**src/rtl/uart_rx_pack_ctrl.sv**
```systemverilog
// uart_rx_pack_ctrl: drains the UART RX FIFO and packs characters LSB-first into bus words, flushing partial words on a baud-tick timeout
// Ports:
//   clk_i, rst_i        clock; asynchronous active-high reset
//   enable_i            start new FIFO reads while high (an in-flight read always completes)
//   timeout_thr_i       idle bit-periods before a partial flush, 0 disables the timeout
//   br_en_i             one-cycle baud tick
//   fifo_empty_i        RX FIFO empty flag
//   fifo_rd_en_o        one-cycle FIFO read strobe; data arrives on fifo_rd_data_i next cycle
//   word_data_o/be_o    packed word and byte-valid mask, held stable while word_vld_o is high
//   word_vld_o/rdy_i    output word handshake
//   timeout_irq_o       one-cycle pulse when a timeout flush is issued
//   word_cnt_o          wrapping count of accepted words
module uart_rx_pack_ctrl #(
    parameter int DLY        = 1,
    parameter int DATA_WIDTH = 8,
    parameter int PACK_NUM   = 4,
    parameter int TIMEOUT_W  = 8
) (
    input  logic                             clk_i,
    input  logic                             rst_i,
    input  logic                             enable_i,
    input  logic [TIMEOUT_W-1:0]             timeout_thr_i,
    input  logic                             br_en_i,
    input  logic                             fifo_empty_i,
    output logic                             fifo_rd_en_o,
    input  logic [DATA_WIDTH-1:0]            fifo_rd_data_i,
    output logic [DATA_WIDTH*PACK_NUM-1:0]   word_data_o,
    output logic [PACK_NUM-1:0]              word_be_o,
    output logic                             word_vld_o,
    input  logic                             word_rdy_i,
    output logic                             timeout_irq_o,
    output logic [15:0]                      word_cnt_o
);
    localparam int SW = (PACK_NUM > 1) ? $clog2(PACK_NUM) : 1;
    localparam int CW = $clog2(PACK_NUM + 1);
    typedef enum logic [1:0] {IDLE, READ, CAP, PUSH} state_t;
    state_t               state;
    logic [CW-1:0]        byte_cnt;
    logic [TIMEOUT_W-1:0] idle_cnt;
    logic [SW-1:0]        slot;
    logic                 idle_wait;
    logic                 unused_dly;
    assign slot       = byte_cnt[SW-1:0];
    // the line is idle only while a partial word waits on an empty FIFO
    assign idle_wait  = (byte_cnt != '0) && fifo_empty_i;
    assign unused_dly = |DLY;
    always_ff @(posedge clk_i or posedge rst_i) begin
        if (rst_i) begin
            state         <= IDLE;
            fifo_rd_en_o  <= 1'b0;
            word_data_o   <= '0;
            word_be_o     <= '0;
            word_vld_o    <= 1'b0;
            timeout_irq_o <= 1'b0;
            word_cnt_o    <= '0;
            byte_cnt      <= '0;
            idle_cnt      <= '0;
        end else begin
            timeout_irq_o <= 1'b0;
            case (state)
                IDLE: begin
                    if (enable_i && !fifo_empty_i && byte_cnt < CW'(PACK_NUM)) begin
                        state        <= READ;
                        fifo_rd_en_o <= 1'b1;
                        idle_cnt     <= '0;
                    end else if (idle_wait && timeout_thr_i != '0 && idle_cnt >= timeout_thr_i) begin
                        state         <= PUSH;
                        word_vld_o    <= 1'b1;
                        timeout_irq_o <= 1'b1;
                        idle_cnt      <= '0;
                    end else if (idle_wait) begin
                        // saturate so a long idle never wraps back below the threshold
                        if (br_en_i && !(&idle_cnt)) idle_cnt <= idle_cnt + 1'b1;
                    end else begin
                        idle_cnt <= '0;
                    end
                end
                READ: begin
                    fifo_rd_en_o <= 1'b0;
                    state        <= CAP;
                end
                CAP: begin
                    word_data_o[slot*DATA_WIDTH +: DATA_WIDTH] <= fifo_rd_data_i;
                    word_be_o[slot] <= 1'b1;
                    byte_cnt        <= byte_cnt + 1'b1;
                    idle_cnt        <= '0;
                    state           <= (byte_cnt == CW'(PACK_NUM - 1)) ? PUSH : IDLE;
                    word_vld_o      <= (byte_cnt == CW'(PACK_NUM - 1));
                end
                PUSH: begin
                    idle_cnt <= '0;
                    if (word_rdy_i) begin
                        state       <= IDLE;
                        word_vld_o  <= 1'b0;
                        word_data_o <= '0;
                        word_be_o   <= '0;
                        byte_cnt    <= '0;
                        word_cnt_o  <= word_cnt_o + 1'b1;
                    end
                end
                default: state <= IDLE;
            endcase
        end
    end
endmodule

```
**config.mk**
```make
export PLATFORM = sky130hd
export DESIGN_NAME = uart_rx_pack_ctrl
export DESIGN_NICKNAME = d
export VERILOG_FILES = /design/src/rtl/uart_rx_pack_ctrl.sv
export SDC_FILE = /design/constraint.sdc
export NUM_CORES = 1
export LEC_CHECK = 0
export CELL_PAD_IN_SITES_DETAIL_PLACEMENT = 1
export CELL_PAD_IN_SITES_GLOBAL_PLACEMENT = 2
export CORE_ASPECT_RATIO = 1.2
export CORE_MARGIN = 2
export CORE_UTILIZATION = 30
export DETAILED_ROUTE_END_ITERATION = 8
export PLACE_DENSITY = 0.77
export SYNTH_ARGS = -nofsm -noshare
export SYNTH_HDL_FRONTEND = slang
export SYNTH_SLANG_ARGS = --single-unit
```
**constraint.sdc**
```tcl
create_clock -name clk_i -period 2.8 [get_ports clk_i]
set_clock_uncertainty 0.15 [all_clocks]
set_input_delay 0.84 -clock clk_i [delete_from_list [all_inputs] [get_ports clk_i]]
set_output_delay 0.84 -clock clk_i [all_outputs]
set_load 0.01 [all_outputs]
```
==> results of run 1 <==
## power by group through the flow
stage	Sequential, uW	Clock [uW]	Combinational (uW)
after detailed placement	1550	0	1700
after floorplan	1630	0	709
after CTS	1540	1140	1760
final	1540	1110	1750
after global placement	1540	0	1660
after global routing	1590	1180	1910
## cell usage after synthesis, drive strengths merged, types with 3 or more instances
cell   count  area, um^2
inv       20        75.1
nor3       5        25.0
o21ai     16        80.1
and3       5        32.5
nor4       4        37.5
xor2       4        35.0
nor2      13        51.3
a22o      32         280
nand3     18        90.1
nand4      8        50.1
a31oi      4        31.3
buf        3        20.0
a21oi     10        50.1
ha        16         200
xnor2     11        96.3
nand2     27         101
dfrtp     68        1700
## sequential cells by signal (all words and copies together), names as in the netlist
register       flops
word_data_o       32
word_cnt_o        16
idle_cnt           8
word_be_o          4
byte_cnt           3
state              2
fifo_rd_en_o       1
timeout_irq_o      1
word_vld_o         1
## through the flow
step	TNS [ns]	total power, uW	std cells
after floorplan	0	2340	288
after global placement	-3.97	3200	509
after detailed placement	-4.77	3250	509
after CTS	0	4440	525
after global routing	0	4680	526
final	0	4400	526
## how the worst min path moves through the flow
stage,from,endpoint,slack (ns),depth (start not counted)
2_1_floorplan,byte_cnt[1],byte_cnt[1],0.35,2
3_3_place_gp,word_cnt_o[15],word_cnt_o[15],0.31,1
3_5_place_dp,word_cnt_o[15],word_cnt_o[15],0.32,1
4_1_cts,word_cnt_o[15],word_cnt_o[15],0.33,1
5_1_grt,word_cnt_o[15],word_cnt_o[15],0.36,1
6_report,word_cnt_o[15],word_cnt_o[15],0.32,1
## worst reg2reg max path, cell delays in order (launching register included)
cell and delay (ns):
dfrtp_1 0.43, inv_1 0.07, ha_1 0.29, nand2b_4 0.15, a2111oi_4 0.43, nor4_4 0.10, buf_4 0.16, o31ai_4 0.28
buf_6 0.15, a31oi_2 0.04, mux2i_1 0.15
## layout make-up
class,count,area (um^2),share of cell area
sequential,68,1700,0.362
multi-input combinational,196,1490,0.317
tap,129,161,0.0344
inverter,20,75.1,0.0160
timing repair buffer,99,977,0.208
clock inverter,2,35.0,0.00746
clock buffer,12,256,0.0546
## kinds of logic after synthesis
kind of cell	count (synthesis)	synth area share
AND/OR/NAND/NOR	90	0.145
AO/OA/AOI/OAI	73	0.178
flip-flops	68	0.533
buffers and inverters	24	0.0341
adder cells (fa/ha/maj)	16	0.0627
XOR/XNOR	15	0.0411
multiplexers	2	0.00666
## timing repair
item,CTS,global route
gates resized for setup,11,18
setup buffers,2,1
endpoints found under the setup margin,9,10
pin swaps,5,8
endpoints found under the hold margin,0,0
## layer usage
metal	track usage	up-vias
met5	0	-
met4	0.0813	0
met3	0.0386	16
met2	0.286	81
met1	0.200	1392
li1	-	1261
==> impl_metrics.toml, run 1 <==
[layout]
fin_util = 0.449
syn2layout_area_growth_pct = 47.1
fillCellCount = 1139
antenna_cells = 0
layout.nets = 432
layout-drive-gt1-share = 0.154
final_area_um2 = 4700
layout_common_cells = "dfrtp_1, clkdlybuf4s50_1, a22o_1"

[setup_path]
cp_max_fo = 4
endpoint = "idle_cnt[2]"
worstPathArrival_ns = 2.70
path_buf_inv = 3
rrSetupSlack_ns = 0.32
reg2reg_depth = 10
critPathLaunch = "timeout_thr_i[0]"
cp.required_ns = 2.90
crit_cells = 10
path_delay_family = "compound AO/OA/AOI/OAI gates"
end_kind = "flip-flop"
cp-start-kind = "input port"
crit_chain = "dlymetal6s2s_1, ha_1, nand2b_4, a2111oi_4, nor4_4, buf_4, o31ai_4, buf_6, a31oi_2, mux2i_1"
worstSetupPathType = "in -> reg"
critical-path-slowest-cell = "a2111oi_4"
timing.rr.end = "idle_cnt[2]"
max_stage_delay_ns = 0.43
r2r_start = "idle_cnt[0]"

[cts]
clk_pin_slew_ns = 0.05
h-tree-depth = 3
cts_sinks = 68
cts_buffers = 9
cts_tree = "built"
root_buffer = "clkbuf_16"
clk_path_buf_depth = 2
clk_latency_ns = 0.33
cts_hold_buffers = 0

[routing]
dr.pass1.iters = 4
route.detailed.drc = 0
wl_per_cell_um = 17.0
highest_layer = "met4"
wl_met2_mm = 4.48
wl_met1_mm = 3.82
finalWirelength_mm = 8.92
viasPerCell = 5.23
postRouteAntennaNets = 0
drt_iter0_markers = 84
vias = 2750
met3_length_um = 414

[floorplanning]
coreArea_um2 = 10500
io_pins = 77
die_area_um2 = 11500
start_util = 0.305
die_y_um = 117
fp-row-count = 41
die_width_um = 98.2

[place]
io_buffers = 76
dp_slack_ns = -0.555
placed_area_um2 = 4240
place_congestion = 0.829
dp.final_hpwl_mm = 6.58

[yosys]
yosysWarnings = 0
seq_area_frac_synth = 0.533
synth_seq_cells = 68
syn_area_per_cell_um2 = 11.1
synth_fp_nets = 326
synth_edf_count = 0
syn_inst = 288
async_flop_share = 1.00
synth.cell_area_um2 = 3190
ys_types = 45
synth_ff_type = "dfrtp_1"

[pwr]
switching_share = 0.329
pwr-share-comb = 0.398
p_int_uw = 2950
p_seq_frac = 0.350
switchingPower_uw = 1450
total_leakage_power_uw = 0.00212
power.clock.fraction = 0.252
powerDensity_nw_per_um2 = 936
irDropWorstVdd_uv = 423

[sta]
clock.fmax_mhz = 384
whs_ns = 0.321
setup-violations-final = 0
worst_slack_ns = 0.194
rsz0062_at_grt = "false"
maxSlewHeadroom = 0.479
hold_viol_final = 0
finalCriticalPeriod_ns = 2.61
timing.final.crit_share = 0.931
maxSlewViolCount = 0
tightest_slew_ns = 0.777

[global_route]
grt_pass1_wl_mm = 14.9
overflow = 0
antenna_found_initial = 0
grt_usage = 0.167
grt_max_degree = 69
grt_pass1_vias = 2948

[outcome]
run_status = "complete, no violations"

[hold_path]
hold_class = "reg -> reg"

[flow_run]
cap_violations = 0
Power figures use the tool's default switching activity.
==> inputs of run 2 (changes only) <==
--- a/config.mk
+++ b/config.mk
@@ -8,7 +8,7 @@
 export CELL_PAD_IN_SITES_DETAIL_PLACEMENT = 1
 export CELL_PAD_IN_SITES_GLOBAL_PLACEMENT = 2
 export CORE_ASPECT_RATIO = 1.2
-export CORE_MARGIN = 2
+export CORE_MARGIN = 4
 export CORE_UTILIZATION = 30
 export DETAILED_ROUTE_END_ITERATION = 8
 export PLACE_DENSITY = 0.77
==> impl_metrics.toml, run 2 (synthesis gave the netlist of run 1 again) <==
[routing]
viasPerCell = 5.17
finalWirelength_mm = 9.35
route.detailed.drc = 0
postRouteAntennaNets = 0
vias = 2708
dr.pass1.iters = 4
wl_per_cell_um = 17.8
drt_iter0_markers = 97

[place]
placed_area_um2 = 4230
io_buffers = 76
place_congestion = 0.815
dp_cells = 507
dp.final_hpwl_mm = 6.77
dp_slack_ns = -0.552

[cts]
clk_pin_slew_ns = 0.05
cts_buffers = 9
root_buffer = "clkbuf_16"
h-tree-depth = 3
cts_tree = "built"
clk_latency_ns = 0.33
clk_path_buf_depth = 2
cts_sinks = 68

[global_route]
grt_pass1_wl_mm = 15.5
overflow = 0
grt_max_degree = 69
grt_pass1_vias = 2943
antenna_found_initial = 0
grt_usage = 0.161

[setup_path]
end_kind = "flip-flop"
worstPathArrival_ns = 2.82
rrSetupSlack_ns = 0.35
worstSetupPathType = "in -> reg"
cp-start-kind = "input port"
crit_cells = 9
cp_max_fo = 5
critical-path-slowest-cell = "or4_4"
cp.required_ns = 2.89
max_stage_delay_ns = 0.51
crit_chain = "clkdlybuf4s50_1, or4_4, o221ai_4, nor4_4, buf_4, o31ai_4, buf_6, a31oi_2, o22ai_1"
path_delay_family = "buffers and inverters"
timing.rr.end = "idle_cnt[3]"
reg2reg_depth = 10
path_buf_inv = 3
r2r_start = "idle_cnt[0]"

[pwr]
irDropWorstVdd_uv = 300
total_leakage_power_uw = 0.00213
p_total_uw = 4590
powerDensity_nw_per_um2 = 971

[sta]
hold_viol_final = 0
finalCriticalPeriod_ns = 2.73
maxSlewHeadroom = 0.481
clock.fmax_mhz = 367
rsz0062_at_grt = "false"
tightest_slew_ns = 0.774
worst_slack_ns = 0.0721
setup-violations-final = 0
timing.final.crit_share = 0.974
fin_tns_setup_ns = 0
maxSlewViolCount = 0

[floorplanning]
fp-row-count = 41
start_util = 0.305
die_y_um = 121
die_width_um = 102
die_area_um2 = 12400
coreArea_um2 = 10500
io_pins = 77

[flow_run]
cap_violations = 0

[layout]
top_regs = "word_data_o (32), word_cnt_o (16), idle_cnt (8)"
layout_common_cells = "clkdlybuf4s50_1, dfrtp_1, a22o_1"
layout-drive-gt1-share = 0.152
final_area_um2 = 4730
antenna_cells = 0
largest_reg_flops = 32
syn2layout_area_growth_pct = 48.2
largest-register = "word_data_o"
instances_no_fill = 524
final_common_cell = "clkdlybuf4s50_1"
fillCellCount = 1139
layout.nets = 429

[outcome]
run_status = "complete, no violations"

[hold_path]
min_path_cells = 1
hp-start = "word_cnt_o[15]"
min_to = "word_cnt_o[15]"
hold_class = "reg -> reg"
## run 2: worst max path at each step
stage,startpoint,endpoint
final,timeout_thr_i[2],idle_cnt[3]
after CTS,timeout_thr_i[1],word_vld_o
after floorplan,rst_i,byte_cnt[0]
after global routing,timeout_thr_i[2],idle_cnt[3]
after global placement,timeout_thr_i[0],idle_cnt[2]
after detailed placement,timeout_thr_i[6],idle_cnt[3]
## run 2: final cells by class
| type | instances | area (um^2) | area share |
|---|---|---|---|
| inverters | 20 | 75.1 | 0.0159 |
| clock inverters | 5 | 100 | 0.0212 |
| well taps | 129 | 161 | 0.0341 |
| flip-flops and latches | 68 | 1700 | 0.360 |
| multi-input cells | 196 | 1500 | 0.317 |
| clock buffers | 10 | 239 | 0.0505 |
| repair buffers | 96 | 952 | 0.201 |
## run 2: layer usage
| layer | up-vias | track usage | part of all wire |
|---|---|---|---|
| met3 | 16 | 0.0362 | 0.054 |
| met4 | 0 | 0.0541 | 0.019 |
| li1 | 1259 | - | - |
| met2 | 83 | 0.282 | 0.51 |
| met5 | - | 0 | 0 |
| met1 | 1350 | 0.194 | 0.41 |
## run 2: metrics by stage
step           hold WS [ns]   util
6_report              0.316  0.452
3_5_place_dp          0.312  0.404
4_1_cts               0.324  0.443
3_3_place_gp          0.312  0.404
5_1_grt               0.356  0.452
2_1_floorplan         0.349      -
## run 2: what timing repair did
action,in CTS,in global routing
gates cloned,1,0
resized for setup,6,22
pin swaps,3,8
hold buffers,0,0
endpoints found under the hold margin,0,0
endpoints found under the setup margin,9,10
setup buffers,1,0
## run 2: where the power goes
| part | internal, uW | switching [uW] |
|---|---|---|
| sequential | 1290 | 254 |
| combinational | 928 | 819 |
| clock | 886 | 415 |
| total | 3110 | 1490 |
